**src/rtl/seg7_hex_capture.sv**
```systemverilog
// Receive side of the seven-segment display path: filters scanned active-low
// segment patterns per digit, decodes them back to nibbles and pairs them into bytes.
module seg7_hex_capture #(
    parameter int STABLE_CNT = 4
) (
    input  logic       CLOCK_50,
    input  logic       RESET,
    input  logic [0:6] seg_in,
    input  logic       dig,
    input  logic       seg_valid,
    input  logic       clr_err,
    output logic [7:0] byte_out,
    output logic       byte_valid,
    output logic       err,
    output logic [7:0] err_cnt
);

    localparam logic [3:0] STABLE = STABLE_CNT[3:0];

    // Decode result layout: {legal, blank, nibble}.
    function automatic logic [5:0] decode(input logic [0:6] p);
        case (p)
            7'b0000001: decode = {2'b10, 4'h0};
            7'b1001111: decode = {2'b10, 4'h1};
            7'b0010010: decode = {2'b10, 4'h2};
            7'b0000110: decode = {2'b10, 4'h3};
            7'b1001100: decode = {2'b10, 4'h4};
            7'b0100100: decode = {2'b10, 4'h5};
            7'b0100000: decode = {2'b10, 4'h6};
            7'b0001111: decode = {2'b10, 4'h7};
            7'b0000000: decode = {2'b10, 4'h8};
            7'b0000100: decode = {2'b10, 4'h9};
            7'b0001000: decode = {2'b10, 4'hA};
            7'b1100000: decode = {2'b10, 4'hB};
            7'b0110001: decode = {2'b10, 4'hC};
            7'b1000010: decode = {2'b10, 4'hD};
            7'b0110000: decode = {2'b10, 4'hE};
            7'b0111000: decode = {2'b10, 4'hF};
            7'b1111111: decode = {2'b01, 4'h0};
            default:    decode = 6'b00_0000;
        endcase
    endfunction

    logic [0:6] last_q [2];
    logic [3:0] cnt_q  [2];
    logic [3:0] nib_q  [2];
    logic [1:0] pend_q;

    logic       same;
    logic       accept;
    logic [5:0] dec;
    logic       dec_legal;
    logic       dec_blank;
    logic [3:0] dec_nib;

    always_comb begin
        same      = (seg_in == last_q[dig]);
        dec       = decode(seg_in);
        dec_legal = dec[5];
        dec_blank = dec[4];
        dec_nib   = dec[3:0];
        accept    = 1'b0;
        // A new pattern can only accept immediately when one sample is enough.
        if (seg_valid) begin
            if (same) accept = (cnt_q[dig] == STABLE - 4'd1);
            else      accept = (STABLE == 4'd1);
        end
    end

    always_ff @(posedge CLOCK_50) begin
        if (RESET) begin
            last_q[0]  <= 7'b1111111;
            last_q[1]  <= 7'b1111111;
            cnt_q[0]   <= 4'd0;
            cnt_q[1]   <= 4'd0;
            nib_q[0]   <= 4'd0;
            nib_q[1]   <= 4'd0;
            pend_q     <= 2'b00;
            byte_out   <= 8'h00;
            byte_valid <= 1'b0;
            err        <= 1'b0;
            err_cnt    <= 8'h00;
        end else begin
            byte_valid <= 1'b0;
            err        <= 1'b0;

            if (seg_valid) begin
                if (same) begin
                    if (cnt_q[dig] < STABLE) cnt_q[dig] <= cnt_q[dig] + 4'd1;
                end else begin
                    last_q[dig] <= seg_in;
                    cnt_q[dig]  <= 4'd1;
                end
            end

            if (pend_q == 2'b11) begin
                byte_out   <= {nib_q[1], nib_q[0]};
                byte_valid <= 1'b1;
                pend_q     <= 2'b00;
            end

            // Placed after the emit so a same-edge accept keeps its digit pending.
            if (accept) begin
                if (dec_legal) begin
                    nib_q[dig]  <= dec_nib;
                    pend_q[dig] <= 1'b1;
                end else if (dec_blank) begin
                    pend_q[dig] <= 1'b0;
                end else begin
                    err <= 1'b1;
                end
            end

            if (clr_err) begin
                err_cnt <= 8'h00;
            end else if (accept && !dec_legal && !dec_blank && err_cnt != 8'hFF) begin
                err_cnt <= err_cnt + 8'h01;
            end
        end
    end

endmodule
```
**config.mk**
```make
export PLATFORM = sky130hd
export DESIGN_NAME = seg7_hex_capture
export DESIGN_NICKNAME = d
export VERILOG_FILES = /design/src/rtl/seg7_hex_capture.sv
export SDC_FILE = /design/constraint.sdc
export NUM_CORES = 1
export LEC_CHECK = 0
export CAP_MARGIN = 20
export CELL_PAD_IN_SITES_DETAIL_PLACEMENT = 0
export CELL_PAD_IN_SITES_GLOBAL_PLACEMENT = 1
export CORE_MARGIN = 10
export CORE_UTILIZATION = 44
export DETAILED_ROUTE_END_ITERATION = 6
export PLACE_DENSITY_LB_ADDON = 0.1
export SETUP_SLACK_MARGIN = 0.4
export SYNTH_ARGS = -nofsm -noshare
export SYNTH_HDL_FRONTEND = slang
export SYNTH_SLANG_ARGS = --single-unit
```
**constraint.sdc**
```tcl
create_clock -name CLOCK_50 -period 3.7 [get_ports CLOCK_50]
set_input_delay 0.925 -clock CLOCK_50 [delete_from_list [all_inputs] [get_ports CLOCK_50]]
set_output_delay 0.925 -clock CLOCK_50 [all_outputs]
set_load 0.01 [all_outputs]
```
* After elaboration in Yosys (flattened, before gate mapping)
Memories as Yosys holds them, arrays and structs flattened. A register that Yosys moved wholly into a read port is not among the register bits. Index checks and enable logic that the tools add are counted.
Cells by class: bitwise operators 5, $lt $le $gt $ge 3, reduce and logical (&&, ||, !) cells 12, equal/unequal tests 20, muxes and demuxes 37, add/sub/neg operators 2
Operators with widths (count):
- $pmux 6 s17 | 1
- $eq 7x6->1 const B | 5
- $eq 7x7->1 const B | 5
- $mux 1 | 26
- $eq 7x3->1 const B | 2
- $eq 7x4->1 const B | 2
- $mux 4 | 3
- $mux 2 | 5
- $add 8x1->8 const B | 1
- $ne 8x8->1 const B | 1
- $reduce_or 4->1 | 2
- $eq 7x1->1 const B | 1
- $eq 7x5->1 const B | 1
- $eq 7x7->1 | 1
- $logic_not 7->1 | 1
- $mux 7 | 1
- $reduce_or 7->1 | 1
- $add 4x1->4 const B | 1
- $eq 4x2->1 const B | 1
- $logic_and 1x1->1 | 4
- $lt 4x3->1 const B | 1
- $reduce_or 3->1 | 1
- $and 2x2->2 | 1
- $eq 2x2->1 const B | 1
- other kinds (9) | 10
Word-level totals: register bits 12, memories 3, output and inout bits 18, memory bits (writable) 30, bits of input ports 12, logic and storage cells 86
Memory list:
- last_q | words 2, bits a word 7, read ports 1, clocked after Yosys merged registers in 0, wr ports 2, RTL line 44 | logic [0:6] last_q [2];
- cnt_q | words 2, bits a word 4, read ports 1, clocked after Yosys merged registers in 0, wr ports 2, RTL line 45 | logic [3:0] cnt_q [2];
- nib_q | words 2, bits a word 4, read ports 2, clocked after Yosys merged registers in 2, wr ports 2, RTL line 46 | logic [3:0] nib_q [2];

* Longest topological paths before layout
An unclocked memory read counts as a cell.
depth in word-level cells 10, gate-level depth with buffers 10

* Least setup slack after synthesis
Ideal clock, no wire load.
path type input port to flip-flop, start input dig, end memory nib_q[0][0], enable pin, cell stages on the path 9, path slack 0.759 ns, arrival 2.685 ns, required time 3.444 ns, setup time 0.256 ns, path through buf_6 -> clkbuf_1 -> mux2_2 -> ha_1 -> and3_1 -> nand4_1 -> buf_2 -> o21ba_2 -> a21o_1
RTL lines:
- start, declared | RTL line 9 | input logic dig,
- end, declared | RTL line 46

* Worst setup path after layout
start input seg_in[0] (netlist bit), end register err_cnt[7]
On the way: longest elaborated chain between the ends 6
RTL lines:
- start, declared | RTL line 8 | input logic [0:6] seg_in,
- $eq 7x7->1, or another cell as far along | RTL line 22 | case (p)
- $pmux 6 s17 / $mux 1 (equally long branches) | RTL line 22, 65
- $logic_not 1->1 / $mux 1 (equally long branches) | RTL line 116, 64
- $logic_and 1x1->1 | RTL line 116 | end else if (accept && !dec_legal && !dec_blank && err_cnt != 8'hFF) begin
- $logic_and 1x1->1 (*) (2 in a row) | RTL line 116
- end signal, assigned | RTL line 117 | err_cnt <= err_cnt + 8'h01;
- end, declared | RTL line 15 | output logic [7:0] err_cnt
Mark *: on every way between the ends. The rest lies on a longest branch, timed or not. A chain may end at the register's enable or synchronous reset.

==> results.cfg <==
[synth]
syn_avg_cell_area_um2 = 9.43
synth_edf_count = 30
synth-async-reset-ratio_pct = 0
synth_top_area_share_pct = 31.5
synth_commonest_cells = edfxtp_1, nand2_1, dfxtp_1, nor2_1, nand3_1
ys_types = 60
synth_top_cell_by_area = edfxtp_1
ys_ff_latch = 50
syn_area_um2 = 2860
synth_ff_type = edfxtp_1
ys.warnings.count = 0
synth_most_common_cell = edfxtp_1
syn_inst = 303
ys_seq_area_share_pct = 45.6
synthTopCellsByArea = edfxtp_1, dfxtp_1, nand2_1

[run_status]
status = finished clean

[detailed_routing]
drt-wirelength-per-cell_um = 15.3
vias = 2351
drc = 0
drtPass1Iterations = 4
ant_nets = 0
wl_um = 6290
avgViaCountPerCell = 5.71
drtIter0Drc = 80

[worst_setup_path]
ff2ff_path_depth = 7
cp-endpoint = err_cnt[7]$_SDFFE_PP0P_
crit_arrival_ps = 3370
r2r_slack_ps = 1570
critPathKind = primary input to flop
reg2reg_to = err_cnt[4]$_SDFFE_PP0P_
cp.required_ps = 3910
crit_fanout = 23
crit_path_start = seg_in[0]
timing.rr.start = last_q[1][6]$_SDFFCE_PN1P_
cp-end-kind = flop
start_kind = primary input

[placement]
portBuffers = 29
gp_congestion = 0.833
hpwl_um = 4620

[timing]
setup_viol = 0
final_max_slew_viol_count = 0
rsz0062_at_grt = no
fin_crit_sh_pct = 85.5
final_hold_viol_count = 0
fin_tns_setup_ps = 0
min_period_ps = 3160
worst_clock_skew_ps = 6.09
worstMarginPinSlew_ps = 496
fmax_ghz = 0.316
slew_headroom_pct = 66.6

[global_route]
grt_max_degree = 26
track_usage_pct = 12.4
grt_pass1_vias = 2155
grt_pass1_wl_um = 10400
grt_overflow = 0
antenna_found_initial = 0

[floorplanning]
core_um2 = 6310
die_y_um = 101
ios = 30
die-area_um2 = 10100
die_width_um = 101
start_util_pct = 45.2
rows = 29

[power_and_ir_drop]
peakVddDrop_mv = 0.240
power_leakage_nw = 1.21
total_power_mw = 1.08
pwr_density_cell_nw_per_um2 = 314

[clock_tree]
clkSlewWorstSetupHoldPaths_ps = 90
cts.path.max_buffers = 2
hold_buffers = 0
clockRootBuffer = clkbuf_8
cts_tree = built
numCtsBuffers = 5
htree_levels = 2
cts_sinks = 50
clock_latency_ps = 310

[finish]
n_antenna_cell = 0
drive_gt1_share_pct = 12.8
area_growth_pct = 20.1
fillers = 610
multi_input_area_um2 = 1430
register_area_um2 = 1300
nets = 348

[flow_run]
cap_violations = 0

[hold_path]
min-delay-path-class = flop to flop
report_power, final:
part	leakage, nW	switching [mW]	total [mW]	internal (mW)
Clock	0.0461	0.189	0.323	0.135
Combinational	0.726	0.0822	0.145	0.0633
Sequential	0.439	0.00318	0.607	0.603
layout by cell type, fill, tap and decap left out, types with 7 or more instances in the layout:
cell	count
edfxtp_1	30
clkdlybuf4s50_1	28
nand2_1	26
dfxtp_1	20
nor2_1	18
nand3_1	17
a21oi_1	16
nor3_1	14
or2_2	13
buf_4	11
mux2i_1	9
and3_1	8
nor2b_1	7
layer usage:
layer | track usage, % | share of wire [%] | wire length, µm
met5 | 0 | 0 | 0
met4 | 3.91 | 1.2 | 74
met3 | 2.74 | 4.2 | 266
met2 | 20.9 | 48 | 3040
met1 | 15.4 | 46 | 2900
area by class of cell:
cell class / count / area share, %
multi-input combinational: 225 / 41.7
sequential: 50 / 37.9
timing repair buffer: 46 / 14.4
tap: 77 / 2.81
clock buffer: 6 / 2.12
inverter: 6 / 0.657
clock inverter: 2 / 0.365
per-stage QoR:
step                instances  setup WS, ps  instance area, µm²  hold slack, ps  util [%]
floorplan                 304           759                2860             481         -
global placement          404           200                3340             443      52.9
detailed placement        404           178                3340             447      52.9
CTS                       412           508                3420             461      54.2
global route              412           406                3430             487      54.3
finish                    412           535                3430             457      54.3
cells by family after synthesis:
family          count (synthesis)  synth area share [%]
buf+inv                        29                  4.69
mux                            10                  3.55
fa+ha+maj                       2                 0.876
flops                          50                  45.6
simple gates                  145                  28.4
xor+xnor                        9                  2.76
other cells                     1                 0.131
compound gates                 57                  14.0
worst min path at each step:
stage               slack [ps]  cells after the start                  endpoint                     start
floorplan                  480                      2  byte_out[0]$_SDFFE_PP0P_  byte_out[0]$_SDFFE_PP0P_
global placement           440                      2  byte_out[3]$_SDFFE_PP0P_  byte_out[3]$_SDFFE_PP0P_
detailed placement         450                      2  byte_out[6]$_SDFFE_PP0P_  byte_out[6]$_SDFFE_PP0P_
CTS                        460                      2  byte_out[6]$_SDFFE_PP0P_  byte_out[6]$_SDFFE_PP0P_
global route               490                      2  byte_out[1]$_SDFFE_PP0P_  byte_out[1]$_SDFFE_PP0P_
finish                     460                      2  byte_out[6]$_SDFFE_PP0P_  byte_out[6]$_SDFFE_PP0P_
timing repair:
item,in CTS,in global routing
endpoints found under the setup margin,0,7
resized for setup,0,2
buffers inserted,0,0
registers in the layout, summed over array words and instances (netlist names):
signal,cells
pend_q,2
nib_q,8
byte_valid,1
err_cnt,8
last_q,14
cnt_q,8
err,1
byte_out,8
worst max-delay path, stage by stage:
cell             delay [ps]
clkdlybuf4s50_1         480
buf_12                  190
and3b_1                 160
o21ai_1                 150
a311oi_1                150
or4_4                   640
or4_1                   540
o211a_1                 130
Power figures use the tool's default switching activity.
